===== src/rtl/bus_stim_gen_if.sv =====
// bus_stim_gen_if: control inputs and registered vector outputs of the stimulus generator
//    master (the generator) : takes start, pause; drives a, b, c, d, valid, busy, done, count
//    slave  (the consumer)  : drives start, pause; takes the vector buses and status
interface bus_stim_gen_if;
   logic        start;
   logic        pause;
   logic        a;
   logic [3:0]  b;
   logic [7:0]  c;
   logic [31:0] d;
   logic        valid;
   logic        busy;
   logic        done;
   logic [15:0] count;
   modport master (input start, pause, output a, b, c, d, valid, busy, done, count);
   modport slave  (output start, pause, input a, b, c, d, valid, busy, done, count);
endinterface


===== src/rtl/bus_stim_gen.sv =====
// bus_stim_gen: issues a run of NUM_VECTORS deterministic vectors, one per unpaused clock
//    clk : rising-edge clock
//    rst : asynchronous active-high reset
//    bus : start/pause in; registered a/b/c/d vector, valid, busy, done, count out
module bus_stim_gen #(
   parameter int          NUM_VECTORS = 16,
   parameter int          B_STEP      = 1,
   parameter logic [31:0] LFSR_SEED   = 32'h0000_0001
) (
   input  logic              clk,
   input  logic              rst,
   bus_stim_gen_if.master    bus
);
   typedef enum logic [1:0] {IDLE, RUN, FIN} state_t;
   state_t      state, state_n;
   logic        a_n, valid_n, busy_n, done_n;
   logic [3:0]  b_n;
   logic [7:0]  c_n;
   logic [31:0] d_n;
   logic [15:0] count_n;
   // d always holds the LFSR state of the vector on the bus, so stepping it yields the next one
   function automatic logic [31:0] lfsr_step(input logic [31:0] cur);
      return (cur >> 1) ^ (cur[0] ? 32'h8020_0003 : 32'h0);
   endfunction
   always_ff @(posedge clk or posedge rst)
      if (rst) begin
         state     <= IDLE;
         bus.a     <= 1'b0;
         bus.b     <= '0;
         bus.c     <= '0;
         bus.d     <= '0;
         bus.valid <= 1'b0;
         bus.busy  <= 1'b0;
         bus.done  <= 1'b0;
         bus.count <= '0;
      end else begin
         state     <= state_n;
         bus.a     <= a_n;
         bus.b     <= b_n;
         bus.c     <= c_n;
         bus.d     <= d_n;
         bus.valid <= valid_n;
         bus.busy  <= busy_n;
         bus.done  <= done_n;
         bus.count <= count_n;
      end
   always_comb begin
      state_n = state;
      a_n     = bus.a;
      b_n     = bus.b;
      c_n     = bus.c;
      d_n     = bus.d;
      valid_n = 1'b0;
      busy_n  = bus.busy;
      done_n  = bus.done;
      count_n = bus.count;
      case (state)
         RUN:
            // pause outranks completion, so a paused run can never finish
            if (!bus.pause) begin
               if (bus.count < 16'(NUM_VECTORS)) begin
                  a_n     = bus.count[0];
                  b_n     = bus.b + 4'(B_STEP);
                  c_n     = {bus.c[6:0], bus.c[7]};
                  d_n     = lfsr_step(bus.d);
                  valid_n = 1'b1;
                  count_n = bus.count + 16'd1;
               end else begin
                  busy_n  = 1'b0;
                  done_n  = 1'b1;
                  state_n = FIN;
               end
            end
         default:
            if (bus.start) begin
               a_n     = 1'b0;
               b_n     = '0;
               c_n     = 8'h01;
               d_n     = LFSR_SEED;
               valid_n = 1'b1;
               busy_n  = 1'b1;
               done_n  = 1'b0;
               count_n = 16'd1;
               state_n = RUN;
            end
      endcase
   end
endmodule


===== src/flat_wrapper.sv =====
// flat-port wrapper written by rule: the top's interface ports become plain ports
module bus_stim_gen_flat 
#(
   parameter int          NUM_VECTORS = 16,
   parameter int          B_STEP      = 1,
   parameter logic [31:0] LFSR_SEED   = 32'h0000_0001
)
  (clk, rst, bus_start, bus_pause, bus_a, bus_b, bus_c, bus_d, bus_valid, bus_busy, bus_done, bus_count);
  bus_stim_gen_if bus_i ();
  input  logic clk;
  input  logic rst;
  input wire logic [$bits(bus_i.start)-1:0] bus_start;
  input wire logic [$bits(bus_i.pause)-1:0] bus_pause;
  output wire logic [$bits(bus_i.a)-1:0] bus_a;
  output wire logic [$bits(bus_i.b)-1:0] bus_b;
  output wire logic [$bits(bus_i.c)-1:0] bus_c;
  output wire logic [$bits(bus_i.d)-1:0] bus_d;
  output wire logic [$bits(bus_i.valid)-1:0] bus_valid;
  output wire logic [$bits(bus_i.busy)-1:0] bus_busy;
  output wire logic [$bits(bus_i.done)-1:0] bus_done;
  output wire logic [$bits(bus_i.count)-1:0] bus_count;
  assign bus_i.start = bus_start;
  assign bus_i.pause = bus_pause;
  assign bus_a = bus_i.a;
  assign bus_b = bus_i.b;
  assign bus_c = bus_i.c;
  assign bus_d = bus_i.d;
  assign bus_valid = bus_i.valid;
  assign bus_busy = bus_i.busy;
  assign bus_done = bus_i.done;
  assign bus_count = bus_i.count;
  bus_stim_gen #(.NUM_VECTORS(NUM_VECTORS), .B_STEP(B_STEP), .LFSR_SEED(LFSR_SEED)) u_core (.clk(clk), .rst(rst), .bus(bus_i));
endmodule

===== config.mk =====
export PLATFORM = sky130hd
export DESIGN_NAME = bus_stim_gen_flat
export DESIGN_NICKNAME = d
export VERILOG_FILES = /design/src/rtl/bus_stim_gen_if.sv /design/src/rtl/bus_stim_gen.sv /design/src/flat_wrapper.sv
export SDC_FILE = /design/constraint.sdc
export NUM_CORES = 1
export LEC_CHECK = 0
export ABC_AREA = 1
export CORE_MARGIN = 5
export CORE_UTILIZATION = 40
export DETAILED_ROUTE_END_ITERATION = 7
export GPL_TIMING_DRIVEN = 0
export MAX_ROUTING_LAYER = met4
export PLACE_DENSITY = 0.7
export REMOVE_ABC_BUFFERS = 1
export SYNTH_ARGS = -nofsm -noshare
export SYNTH_HDL_FRONTEND = slang
export SYNTH_SLANG_ARGS = --single-unit

===== constraint.sdc =====
create_clock -name clk -period 2.2 [get_ports clk]
set_clock_uncertainty 0.2 [all_clocks]
set_input_delay 0.44 -clock clk [delete_from_list [all_inputs] [get_ports clk]]
set_output_delay 0.44 -clock clk [all_outputs]
set_load 0.02 [all_outputs]

==> results.txt <==
----------------------------------------------------
[Floorplanning]
  Die area ... 0.00838 mm^2
  Number of rows created at floorplan ... 29
  Number of primary I/O pins ... 68
  Initial core utilization ... 0.414
  CORE AREA ... 0.00642 mm^2
  Vert. Die Dim ... approximately 90 um
  Die width ... 91.5 um

[Clock tree]
  Clock tree from TritonCTS ... built
  Clock-pin slew on the worst setup and hold paths ... 0.07 ns
  Clock H-tree levels ... 3
  Clock sink total ... 64
  Number of CTS-inserted buffers ... 9
  Buffer levels on the longest clock path ... 2
  # hold bufs at CTS ... 0
  Root cell of the clock tree ... sky130_fd_sc_hd__clkbuf_8
  Source-to-sink clock delay at the later pin of the worst-skew pair ... approximately 0.33 ns
  # Post-CTS Setup Buffers ... 0

[Timing]
  Share of the clock period used by the worst path ... 0.952
  Worst-Margin Slew ... 0.613 ns
  Max-Slew Margin vs Limit ... 0.591
  Max-slew violation count ... 0
  Smallest setup slack after layout ... 0.105 ns
  Number of failing hold endpoints at the final stage ... 0
  Setup repair after global routing missed its margin ... no
  Final count of negative-setup-slack endpoints ... 0
  Maximum clock rate ... 477 MHz
  Minimum clock period after layout ... 2.10 ns

[Synthesis]
  Count of mapped cells out of synthesis ... 304
  Top cell type by total area after synthesis ... sky130_fd_sc_hd__dfrtp_1
  Leading post-synthesis cells by cell area ... sky130_fd_sc_hd__dfrtp_1 60%, sky130_fd_sc_hd__nand2_1 15%, sky130_fd_sc_hd__nand3_1 10%, sky130_fd_sc_hd__nor2_1 3.8%, sky130_fd_sc_hd__inv_1 2.3%
  Total standard cell area after synthesis ... 0.00266 mm^2
  Area fraction of the dominant cell type after synthesis ... 0.602
  Post-synthesis area per instance ... just under 9 um^2
  Synthesis Warnings ... 0
  Portion of the post-synthesis area used by sequential elements ... 0.602
  Number of distinct library cells after synthesis ... 18
  FF+latch count, synth ... 64

[Status]
  Result of the run ... finished, final reports clean

[Routing]
  Total routed wire length on the met1 layer ... between 3000 and 4000 um
  Routed vias ... 2219
  Post-route ant nets ... 0
  DRC violations left ... 0
  Routed vias/inst ... approximately 4.9
  Wire length on met2 ... 2930 um
  Wire length per cell after detailed routing ... 14.7 um
  Drt first-iter violations ... 94
  Top layer reached by signal wires ... met4
  Number of detailed-route iterations in the first pass ... 4
  Routed length on met3 ... 431 um
  Total routed wirelength ... 6590 um

[Cells and area]
  Number of nets in the finished design ... 374
  Core utilization of the finished layout ... 0.569
  Commonest non-fill, non-tap cell in the layout ... sky130_fd_sc_hd__nand2_1
  Post-synthesis to final-layout area growth ... 37.5%
  Post-route cell area ... around 0.0037 mm^2
  Antenna Cells ... 0
  Ratio of cells with drive above 1 in the final layout ... 0.0726
  Commonest non-fill, non-tap cells in the layout ... 106 x sky130_fd_sc_hd__nand2_1, 67 x sky130_fd_sc_hd__clkdlybuf4s50_1, 63 x sky130_fd_sc_hd__dfrtp_1, 54 x sky130_fd_sc_hd__nand3_1, 26 x sky130_fd_sc_hd__nor2_1

[Critical path]
  Critical path arrival ... 1.46 ns
  Buffer and inverter count on the worst path ... 1
  Maximum fanout count along the critical path ... 6
  Launching element type of the critical path ... flop
  Critical Path RT ... 1.56 ns
  Kind of cell with the highest combined delay on the critical path ... buffers and inverters
  Largest incremental delay on the critical path ... 0.66 ns
  Critical path class ... reg -> out
  Slowest cell on crit path ... sky130_fd_sc_hd__clkdlybuf4s50_1
  Critical path capture point type ... primary output
  Worst path cell trace ... clkdlybuf4s50_1

[Worst hold path]
  Min-delay worst type ... in -> async

[GRT]
  Total congestion overflow ... 0
  Number of global-route vias before repair ... 2238
  Global-route usage over all layers ... 0.177
  Antenna violations before repair ... 0
  First-pass GRT wire length ... ~11000 um
  Maximum number of pins on one net before global-route repair ... 40

[Placed design]
  Number of buffers added on ports ... 67
  HPWL after DPL ... 3920 um
  Final RePlAce weighted congestion ... 0.689
  Pre-CTS setup slack ... -1.22 ns
  Placed Area ... 0.00338 mm^2

[Power]
  Max rail drop VDD ... 0.000459 V
  Leakage Power ... around 1.8 nW
  Power Dens Cells ... 1140 mW/mm^2

[Job]
  Max Cap Viol ... 0

----------------------------------------------------
==> final cells by class <==
cell class | count | area [um^2]
clock buffers | 11 | 131
clock inverters | 4 | 70.1
fillers | 585 | 2770
inverters | 17 | 71.3
multi-input cells | 207 | 973
flip-flops and latches | 64 | 1600
well taps | 77 | 96.3
repair buffers | 69 | 711
==> layer usage <==
| layer | vias up | track usage |
|---|---|---|
| met5 | - | - |
| met2 | 69 | 0.253 |
| li1 | 1081 | - |
| met1 | 1062 | 0.236 |
| met4 | 0 | 0.0641 |
| met3 | 7 | 0.0570 |
==> cell usage after synthesis <==
library cell and n:
sky130_fd_sc_hd__nor2_2 1, sky130_fd_sc_hd__a31oi_1 1, sky130_fd_sc_hd__nand3_2 1, sky130_fd_sc_hd__ha_1 2, sky130_fd_sc_hd__xnor2_1 5, sky130_fd_sc_hd__nand3_1 54
sky130_fd_sc_hd__inv_1 16, sky130_fd_sc_hd__or2_2 1, sky130_fd_sc_hd__buf_6 1, sky130_fd_sc_hd__xor2_1 3, sky130_fd_sc_hd__dfrtp_1 64, sky130_fd_sc_hd__buf_4 1
sky130_fd_sc_hd__nand2_1 109, sky130_fd_sc_hd__nor2_1 27, sky130_fd_sc_hd__o21ai_0 1, sky130_fd_sc_hd__buf_2 4, sky130_fd_sc_hd__clkbuf_1 12, sky130_fd_sc_hd__inv_2 1
==> stage by stage <==
| step | setup TNS, ns | instances | power, W | hold slack [ns] |
|---|---|---|---|---|
| after floorplan | -23.42 | 286 | 0.00236 | 0.397 |
| after global placement | -157.69 | 430 | 0.00298 | 0.282 |
| after detailed placement | -70.32 | 432 | 0.00304 | 0.289 |
| after CTS | 0 | 449 | 0.00422 | 0.305 |
| after global routing | 0 | 449 | 0.00444 | 0.333 |
| final | 0 | 449 | 0.00416 | 0.302 |
==> logic make-up (layout without fill, tap and decap cells) <==
| logic type | after synthesis | count (layout) | share of synthesized area |
|---|---|---|---|
| and+or+nand+nor | 193 | 195 | 0.302 |
| AOI/OAI and AO/OA | 2 | 2 | 0.00423 |
| adders and majority gates | 2 | 2 | 0.00941 |
| xor gates and xnor gates | 8 | 8 | 0.0264 |
| DFF | 64 | 64 | 0.602 |
| buffers and inverters | 35 | 101 | 0.0555 |
==> final timing paths <==
kind	start	end	slack, ns	cells past startpoint
setup reg to reg	u_core.bus.count[10]	u_core.bus.d[12]	0.21	7
hold / removal	rst	u_core.bus.d[1]	0.30	2
min in group clk	u_core.bus.d[17]	u_core.bus.d[16]	0.30	2
max in group asynchronous	rst	u_core.bus.d[13]	0.89	3
hold reg to reg	u_core.bus.d[17]	u_core.bus.d[16]	0.30	2
setup / recovery	u_core.bus.count[0]	bus_count[0]	0.10	1
==> sequential cells by signal (all words and copies together) (netlist names) <==
| name | flops |
|---|---|
| u_core.bus.d | 32 |
| u_core.bus.count | 16 |
| u_core.bus.c | 8 |
| u_core.bus.b | 4 |
| u_core.bus.a | 1 |
| u_core.bus.done | 1 |
| u_core.bus.valid | 1 |
| u_core.state | 1 |
==> power by group <==
part | internal, W | switching [W]
Sequential | 0.00137 | 0.000185
Combinational | 0.000580 | 0.000980
Clock | 0.000629 | 0.000422
==> what timing repair did <==
| action | 4_1_cts | 5_1_grt |
|---|---|---|
| gates cloned | 2 | 0 |
| pin swaps | 1 | 0 |
| resized for setup | 10 | 2 |
| setup endpoints to repair | 62 | 58 |
(Power assumes the default switching activity.)
